### config.mk
export PLATFORM = sky130hd
export DESIGN_NAME = cla64_issue_stage_flat
export DESIGN_NICKNAME = d
export VERILOG_FILES = /design/src/rtl/cla64_issue_stage_if.sv /design/src/rtl/cla64_issue_stage.sv /design/src/flat_wrapper.sv
export SDC_FILE = /design/constraint.sdc
export NUM_CORES = 1
export LEC_CHECK = 0
export BUFFER_PORTS_ARGS = -buffer_cell sky130_fd_sc_hd__buf_4
export CAP_MARGIN = 20
export CORE_AREA = 4 4 155 157
export CTS_CLUSTER_DIAMETER = 50
export DETAILED_ROUTE_END_ITERATION = 6
export DIE_AREA = 0 0 159 161
export GPL_TIMING_DRIVEN = 0
export MAX_ROUTING_LAYER = met4
export PLACE_DENSITY = 0.62
export SLEW_MARGIN = 20
export SYNTH_ARGS = -nofsm -noshare
export SYNTH_HDL_FRONTEND = slang
export SYNTH_SLANG_ARGS = --single-unit
### constraint.sdc
create_clock -name clk -period 1.5 [get_ports clk]
set_input_delay 0.225 -clock clk [delete_from_list [all_inputs] [get_ports clk]]
set_output_delay 0.225 -clock clk [all_outputs]
set_load 0.1 [all_outputs]
### src/rtl/cla64_issue_stage_if.sv
// Handshake and adder bundle for the 64-bit CLA issue stage.
// slave is the stage's view; master is the requester/adder/consumer view.
interface cla64_issue_stage_if #(
    parameter int WIDTH = 64
);
    logic             in_valid;
    logic             in_ready;
    logic [WIDTH-1:0] in_a;
    logic [WIDTH-1:0] in_b;
    logic [1:0]       in_op;

    logic [WIDTH-1:0] add_a;
    logic [WIDTH-1:0] add_b;
    logic             add_c;
    logic [WIDTH-1:0] add_s;
    logic             add_p;
    logic             add_g;

    logic             out_valid;
    logic             out_ready;
    logic [WIDTH-1:0] out_s;
    logic             out_cout;
    logic             out_ovf;
    logic             out_zero;
    logic             out_neg;

    modport slave (
        input  in_valid, in_a, in_b, in_op,
        input  add_s, add_p, add_g,
        input  out_ready,
        output in_ready,
        output add_a, add_b, add_c,
        output out_valid, out_s, out_cout,
        output out_ovf, out_zero, out_neg
    );

    modport master (
        output in_valid, in_a, in_b, in_op,
        output add_s, add_p, add_g,
        output out_ready,
        input  in_ready,
        input  add_a, add_b, add_c,
        input  out_valid, out_s, out_cout,
        input  out_ovf, out_zero, out_neg
    );
endinterface

### src/rtl/cla64_issue_stage.sv
// Operand-issue / result-capture stage around a 64-bit CLA adder.
// Optional macro CLA_SAT_EN saturates out_s on signed overflow.
module cla64_issue_stage #(
    parameter int WIDTH = 64
) (
    input  logic                 clk,
    input  logic                 rst_n,
    cla64_issue_stage_if.slave   bus
);
    typedef enum logic [1:0] {
        IDLE = 2'd0,
        EXEC = 2'd1,
        DONE = 2'd2
    } state_e;

    state_e state_q, state_d;

    logic             in_ready_w;
    logic             accept;
    logic             capture;
    logic             drain;

    logic [WIDTH-1:0] add_a_q, add_a_d;
    logic [WIDTH-1:0] add_b_q, add_b_d;
    logic             add_c_q, add_c_d;
    logic             cflag_q, cflag_d;

    logic             out_valid_q, out_valid_d;
    logic [WIDTH-1:0] out_s_q, out_s_d;
    logic             out_cout_q, out_cout_d;
    logic             out_ovf_q, out_ovf_d;
    logic             out_zero_q, out_zero_d;
    logic             out_neg_q, out_neg_d;

    logic             cout_w;
    logic             ovf_w;
    logic [WIDTH-1:0] res_w;

    always_ff @(posedge clk or negedge rst_n) begin
        if (!rst_n) begin
            state_q <= IDLE;
        end else begin
            state_q <= state_d;
        end
    end

    always_comb begin
        state_d = state_q;
        unique case (state_q)
            IDLE:    if (accept) state_d = EXEC;
            EXEC:    state_d = DONE;
            DONE: begin
                if (accept)             state_d = EXEC;
                else if (bus.out_ready) state_d = IDLE;
            end
            default: state_d = IDLE;
        endcase
    end

    // in_ready must not look at in_valid, so it can't form a loop upstream
    always_comb begin
        in_ready_w = (state_q == IDLE) ||
                     ((state_q == DONE) && bus.out_ready);
        accept     = bus.in_valid && in_ready_w;
        capture    = (state_q == EXEC);
        drain      = (state_q == DONE) && bus.out_ready;
    end

    always_comb begin
        cout_w = bus.add_g | (bus.add_p & add_c_q);
        ovf_w  = (add_a_q[WIDTH-1] == add_b_q[WIDTH-1]) &&
                 (bus.add_s[WIDTH-1] != add_a_q[WIDTH-1]);
        res_w  = bus.add_s;
`ifdef CLA_SAT_EN
        if (ovf_w) begin
            res_w = add_a_q[WIDTH-1]
                  ? {1'b1, {(WIDTH-1){1'b0}}}
                  : {1'b0, {(WIDTH-1){1'b1}}};
        end
`endif
    end

    always_comb begin
        add_a_d     = add_a_q;
        add_b_d     = add_b_q;
        add_c_d     = add_c_q;
        cflag_d     = cflag_q;
        out_valid_d = out_valid_q;
        out_s_d     = out_s_q;
        out_cout_d  = out_cout_q;
        out_ovf_d   = out_ovf_q;
        out_zero_d  = out_zero_q;
        out_neg_d   = out_neg_q;

        // op[0] selects subtract, op[1] selects chaining through cflag
        if (accept) begin
            add_a_d = bus.in_a;
            add_b_d = bus.in_op[0] ? ~bus.in_b : bus.in_b;
            unique case (1'b1)
                bus.in_op[1]: add_c_d = cflag_q;
                default:      add_c_d = bus.in_op[0];
            endcase
        end

        if (capture) begin
            out_s_d     = res_w;
            out_cout_d  = cout_w;
            out_ovf_d   = ovf_w;
            out_zero_d  = (res_w == '0);
            out_neg_d   = res_w[WIDTH-1];
            cflag_d     = cout_w;
            out_valid_d = 1'b1;
        end else if (drain) begin
            out_valid_d = 1'b0;
        end
    end

    always_ff @(posedge clk or negedge rst_n) begin
        if (!rst_n) begin
            add_a_q     <= '0;
            add_b_q     <= '0;
            add_c_q     <= 1'b0;
            cflag_q     <= 1'b0;
            out_valid_q <= 1'b0;
            out_s_q     <= '0;
            out_cout_q  <= 1'b0;
            out_ovf_q   <= 1'b0;
            out_zero_q  <= 1'b0;
            out_neg_q   <= 1'b0;
        end else begin
            add_a_q     <= add_a_d;
            add_b_q     <= add_b_d;
            add_c_q     <= add_c_d;
            cflag_q     <= cflag_d;
            out_valid_q <= out_valid_d;
            out_s_q     <= out_s_d;
            out_cout_q  <= out_cout_d;
            out_ovf_q   <= out_ovf_d;
            out_zero_q  <= out_zero_d;
            out_neg_q   <= out_neg_d;
        end
    end

    assign bus.in_ready  = in_ready_w;
    assign bus.add_a     = add_a_q;
    assign bus.add_b     = add_b_q;
    assign bus.add_c     = add_c_q;
    assign bus.out_valid = out_valid_q;
    assign bus.out_s     = out_s_q;
    assign bus.out_cout  = out_cout_q;
    assign bus.out_ovf   = out_ovf_q;
    assign bus.out_zero  = out_zero_q;
    assign bus.out_neg   = out_neg_q;
endmodule

### src/flat_wrapper.sv
// flat-port wrapper written by rule: the top's interface ports become plain ports
module cla64_issue_stage_flat 
#(
    parameter int WIDTH = 64
)
  (clk, rst_n, bus_in_valid, bus_in_a, bus_in_b, bus_in_op, bus_add_s, bus_add_p, bus_add_g, bus_out_ready, bus_in_ready, bus_add_a, bus_add_b, bus_add_c, bus_out_valid, bus_out_s, bus_out_cout, bus_out_ovf, bus_out_zero, bus_out_neg);
  cla64_issue_stage_if #(.WIDTH(WIDTH)) bus_i ();
  input  logic clk;
  input  logic rst_n;
  input wire logic [$bits(bus_i.in_valid)-1:0] bus_in_valid;
  input wire logic [$bits(bus_i.in_a)-1:0] bus_in_a;
  input wire logic [$bits(bus_i.in_b)-1:0] bus_in_b;
  input wire logic [$bits(bus_i.in_op)-1:0] bus_in_op;
  input wire logic [$bits(bus_i.add_s)-1:0] bus_add_s;
  input wire logic [$bits(bus_i.add_p)-1:0] bus_add_p;
  input wire logic [$bits(bus_i.add_g)-1:0] bus_add_g;
  input wire logic [$bits(bus_i.out_ready)-1:0] bus_out_ready;
  output wire logic [$bits(bus_i.in_ready)-1:0] bus_in_ready;
  output wire logic [$bits(bus_i.add_a)-1:0] bus_add_a;
  output wire logic [$bits(bus_i.add_b)-1:0] bus_add_b;
  output wire logic [$bits(bus_i.add_c)-1:0] bus_add_c;
  output wire logic [$bits(bus_i.out_valid)-1:0] bus_out_valid;
  output wire logic [$bits(bus_i.out_s)-1:0] bus_out_s;
  output wire logic [$bits(bus_i.out_cout)-1:0] bus_out_cout;
  output wire logic [$bits(bus_i.out_ovf)-1:0] bus_out_ovf;
  output wire logic [$bits(bus_i.out_zero)-1:0] bus_out_zero;
  output wire logic [$bits(bus_i.out_neg)-1:0] bus_out_neg;
  assign bus_i.in_valid = bus_in_valid;
  assign bus_i.in_a = bus_in_a;
  assign bus_i.in_b = bus_in_b;
  assign bus_i.in_op = bus_in_op;
  assign bus_i.add_s = bus_add_s;
  assign bus_i.add_p = bus_add_p;
  assign bus_i.add_g = bus_add_g;
  assign bus_i.out_ready = bus_out_ready;
  assign bus_in_ready = bus_i.in_ready;
  assign bus_add_a = bus_i.add_a;
  assign bus_add_b = bus_i.add_b;
  assign bus_add_c = bus_i.add_c;
  assign bus_out_valid = bus_i.out_valid;
  assign bus_out_s = bus_i.out_s;
  assign bus_out_cout = bus_i.out_cout;
  assign bus_out_ovf = bus_i.out_ovf;
  assign bus_out_zero = bus_i.out_zero;
  assign bus_out_neg = bus_i.out_neg;
  cla64_issue_stage #(.WIDTH(WIDTH)) u_core (.clk(clk), .rst_n(rst_n), .bus(bus_i));
endmodule
* Yosys cells after proc, flatten, opt, wreduce, memory -nomap -nowiden
Cells that the tools add are included.
** Word-level totals
- Bits in registers :: 200
** Cells by class
- Bitwise logic cells :: 3
- Equal/unequal tests :: 6
- Mux-type cells :: 8
- Reduce and logical (&&, ||, !) cells :: 8
** Operators with widths (number)
- $logic_not A64 Y1 :: 1
- $mux W64 :: 1
- $not A64 Y64 :: 1
- $mux W2 :: 3
- $pmux W2 S3 :: 1
- $logic_and A1 B1 Y1 :: 3
- $mux W1 :: 3
- $ne A3 B2 Y1 const B :: 1
- $eq A2 B1 Y1 const B :: 1
- $eq A2 B2 Y1 const B :: 1
- $logic_not A2 Y1 :: 1
- $ne A2 B1 Y1 const B :: 1
- $reduce_and A2 Y1 :: 1
- $reduce_bool A2 Y1 :: 1
- $and A1 B1 Y1 :: 1
- $eq A1 B1 Y1 :: 1
- $logic_or A1 B1 Y1 :: 1
- $ne A1 B1 Y1 :: 1
- $or A1 B1 Y1 :: 1

* Longest topological paths before layout
- Depth after elaboration :: 6
- Gate-level depth with buffers :: 8
- Gate-level depth less buffers :: 5

* Least setup slack after synthesis
No wires, ideal clock.
- Path kind :: reg-to-output
- Start :: reg u_core.out_s_q[63], in the netlist u_core.bus.out_s[63]
- End :: out bus_out_s[63]
- Data required time :: 1275 ps
- Stages on the path, launching flop included :: 2
- Arrival :: 1336 ps
- Setup slack :: -61 ps
- Buffers on the path :: 1
- Path through :: dfrtp_1 buf_4
** RTL lines
- start, declared :: RTL line cla64_issue_stage.sv:29 : logic [WIDTH-1:0] out_s_q, out_s_d;
- start signal, assigned :: RTL line cla64_issue_stage.sv:136 : out_s_q <= out_s_d;
- end, declared :: RTL line flat_wrapper.sv:23 : output wire logic [$bits(bus_i.out_s)-1:0] bus_out_s;
No word-level cell between the ends.

* Worst setup path in the final report
- Start :: reg u_core.state_q[1]
- End :: reg u_core.add_a_q[13], in the netlist u_core.bus.add_a[13]
** On the way
- Word-level cells in the longest chain between the ends :: 4
- Elaborated cells on any way between the ends :: 5
** RTL lines
- start, declared :: RTL line cla64_issue_stage.sv:16 : state_e state_q, state_d;
- start signal, assigned :: RTL line cla64_issue_stage.sv:43 : state_q <= state_d;
- $eq A2 B2 Y1 :: RTL line cla64_issue_stage.sv:63 : ((state_q == DONE) && bus.out_ready);
- $logic_and A1 B1 Y1 :: RTL line cla64_issue_stage.sv:63
- $logic_or A1 B1 Y1 (*) :: RTL line cla64_issue_stage.sv:62 : in_ready_w = (state_q == IDLE) ||
- $logic_and A1 B1 Y1 (*) :: RTL line cla64_issue_stage.sv:64 : accept = bus.in_valid && in_ready_w;
- end signal, assigned :: RTL line cla64_issue_stage.sv:120 : add_a_q <= '0;
- end signal, assigned :: RTL line cla64_issue_stage.sv:131 : add_a_q <= add_a_d;
- end, declared :: RTL line cla64_issue_stage.sv:23 : logic [WIDTH-1:0] add_a_q, add_a_d;
Mark *: on every way between the ends. The rest lies on a longest branch, timed or not.
A chain may end at the register's enable or synchronous reset.

==> metrics.txt <==
status complete, but fails checks; failing checks setup timing; vias in the first global route 7,375; Via density 4.68; Clock power frac 0.143; CP max FO 6; reg2reg setup slack -0.05 ns; final hold slack 0.0250 ns; CTS root buf clkbuf_16; Slew Viols, Final 0; Max-slew headroom 0.682; hold crit path type primary input to register; die area 25,600 sq um; Place WS -0.174 ns; mux share of post-synthesis cell area 0.0901; Diodes inserted 0; ratio of cells with drive above 1 in the final layout 0.487; synthesized cell area 8110 sq um; port bufs 397; synthesis-stage register bit count 199; Avg Synthesized Cell Area 11.0 sq um; crit end category register; switch share 0.577; Initial DRC Count 284; Clock Skew 0.0156 ns; clock latency on the worst-skew pair 0.43 ns; r2r worst-path depth 9; Int Pwr 13.5 mW; final net count 1,441; setup TNS -0.0661 ns; top cells by count, synth 263 x nand2_1, 199 x dfrtp_1, 68 x o21ai_0, 64 x mux2_2, 64 x xnor2_1; fin crit period 1.55 ns; Synth Area in XOR/XNOR 0.0691; Fmax 647 MHz; Die Width 159 um; CTS tree yes; Worst-Margin Slew 0.478 ns; first-pass GRT wire length 41.9 mm; CTS Buffer Depth 2; Synth Area in Compound Gates 0.0455; fillers 1,890; min-delay src bus_in_a[4]; period utilization 1.03; final hold viol count 0; count leader, synth nand2_1; Max Cap Viol 0; EDFF count, synth 0; largest family of logic cells by synthesized area simple AND/OR/NAND/NOR gates; count of different cell masters after synthesis 24; Detailed Place HPWL 20.6 mm; hold path cells 3; Critical R2R Capture u_core.bus.add_a[13]; CP max stage delay 0.36 ns; clock slew at reported path FFs 0.08 ns; DR vias 7,197; post-route setup slack -0.0459 ns; crit path kind register to register; Combinational Power Share 0.606; H-Tree Depth 4; total grt overflow 0; final setup vio count 4; reg2reg start u_core.state_q[1]; Arr. time, crit path 1.86 ns; Adder-Cell Fraction of Synth Area 0; core footprint 22,500 sq um; Reg area 4980 sq um; Syn Inst Count 738; leakage power 6.69 nW; area leader, netlist dfrtp_1; CP top delay family buffers and inverters; type of origin of the critical path register; PwrDens 2360 nW/um^2; ys async rst share 1.00; routability congestion estimate 0.809; io pins 399; largest net degree at the start of global routing 92; cell breakdown of the critical path nand2b_1, buf_4, nand3_4, buf_12, clkinv_8, buf_12, buf_8, nand2_1, nand2_1; Synth Area in Simple Gates 0.144; Hold EP u_core.bus.add_a[4]; CP required 1.81 ns; CP max-delay cell dfrtp_1; antenna-violating nets left 0; synth top area cells dfrtp_1 61%, nand2_1 12%, mux2_2 8.9%, xnor2_1 6.9%, o21ai_0 4.2%; footprint of the multi-input gates 2990 sq um; prevailing post-synth register cell dfrtp_1; Synthesis Warnings 0; RSZ-0062 raised after global routing yes; worst path buffer plus inverter count 5; Cells after DPL 1,422; Pre-antenna DRT Iters 6; die height 161 um; TritonCTS Buffers 17; register area share after synthesis 0.614; detailed-route wire length 28.9 mm; wire per inst 18.8 um; maximum resistive drop on vdd 1.47 mV; Sw Pwr 18.3 mW; Finished Layout Cells 1,539; DRC viols 0; Seq pwr share 0.251; Area Overhead vs Synth 66.3%; syn_nets 938; initial core utilization 0.360; CTS sink count 199; initial antenna violation count 0; Synth top area share 0.614; Rows 55; global-route usage over all layers 0.214
cell type report:
cell class / instances / area share
Buffer: 43 / 0.0320
Clock buffer: 19 / 0.0328
Clock inverter: 13 / 0.00993
Inverter: 3 / 0.00176
Multi-Input combinational cell: 492 / 0.221
Sequential cell: 199 / 0.369
Tap cell: 285 / 0.0264
Timing Repair Buffer: 485 / 0.306
registers in the layout, indices dropped and copies added (netlist names):
| register | flops |
|---|---|
| u_core.state_q | 2 |
| u_core.bus.add_c | 1 |
| u_core.bus.out_zero | 1 |
| u_core.bus.out_s | 64 |
| u_core.bus.out_valid | 1 |
| u_core.cflag_q | 1 |
| u_core.bus.add_b | 64 |
| u_core.bus.add_a | 64 |
| u_core.bus.out_ovf | 1 |
power groups by stage:
stage / registers [mW] / logic (mW) / clock network, mW
global placement: 7.96 / 18.5 / 0
floorplan: 20.0 / 2.15 / 0
detailed placement: 8.02 / 18.6 / 0
global route: 8.19 / 19.8 / 4.87
finish: 7.98 / 19.3 / 4.55
CTS: 7.94 / 18.8 / 4.67
cells in the final DEF (no fill, tap or decap), types with 2 or more instances in the layout:
| cell type | instances |
|---|---|
| buf_2 | 4 |
| buf_12 | 6 |
| nand2_2 | 37 |
| dfrtp_1 | 198 |
| o21ai_1 | 11 |
| nor4_1 | 15 |
| o21ai_0 | 57 |
| inv_6 | 5 |
| xnor2_1 | 64 |
| nand2_1 | 218 |
| nor2_1 | 2 |
| nand2_4 | 8 |
| clkbuf_16 | 31 |
| buf_8 | 11 |
| nand4_1 | 2 |
| mux2_2 | 64 |
| dlygate4sd3_1 | 64 |
| a21oi_1 | 4 |
| clkbuf_2 | 4 |
| buf_6 | 4 |
| buf_16 | 2 |
| buf_4 | 419 |
| nand2b_1 | 2 |
| clkinv_8 | 4 |
| clkinv_4 | 2 |
logic make-up after synthesis:
logic type | after synthesis
buf+inv | 47
mux | 65
flops | 199
compound gates | 73
xor+xnor | 64
simple gates | 290
stage by stage:
step | cell area, sq um | util | power (mW)
detailed placement | 11500 | 0.511 | 26.6
finish | 13500 | 0.599 | 31.8
global route | 13500 | 0.599 | 32.9
global placement | 11400 | 0.509 | 26.5
CTS | 12800 | 0.570 | 31.4
floorplan | 8110 | - | 22.2
layer usage:
layer | vias to the layer above | track usage | wire, um
met5 | - | - | 0
met4 | 0 | 0.0667 | 869
met3 | 53 | 0.0566 | 1810
met2 | 290 | 0.355 | 14500
met1 | 3448 | 0.257 | 11800
li1 | 3406 | - | -
repair_timing:
action / CTS / global route
buffers inserted: 4 / 4
gates cloned: 0 / 14
hold buffers: 64 / 0
endpoints found under the hold margin: 169 / 0
setup endpoints to repair: 79 / 200
pin swaps: 2 / 33
gates resized for setup: 17 / 118
how the worst max path moves through the flow:
stage	start	end	depth (start not counted)
after detailed placement	bus_out_ready	u_core.bus.add_b[59]	6
final	u_core.state_q[1]	u_core.bus.add_a[13]	9
after CTS	u_core.state_q[1]	bus_in_ready	3
after global placement	rst_n	u_core.bus.out_s[63]	1
after global routing	u_core.state_q[1]	u_core.bus.add_a[13]	9
after floorplan	u_core.state_q[1]	bus_in_ready	2
worst min-delay path, cell delays in order:
cell and delay [ns]:
buf_4 0.08, nand2_2 0.05, nand2_2 0.07
Power figures use the tool's default switching activity.
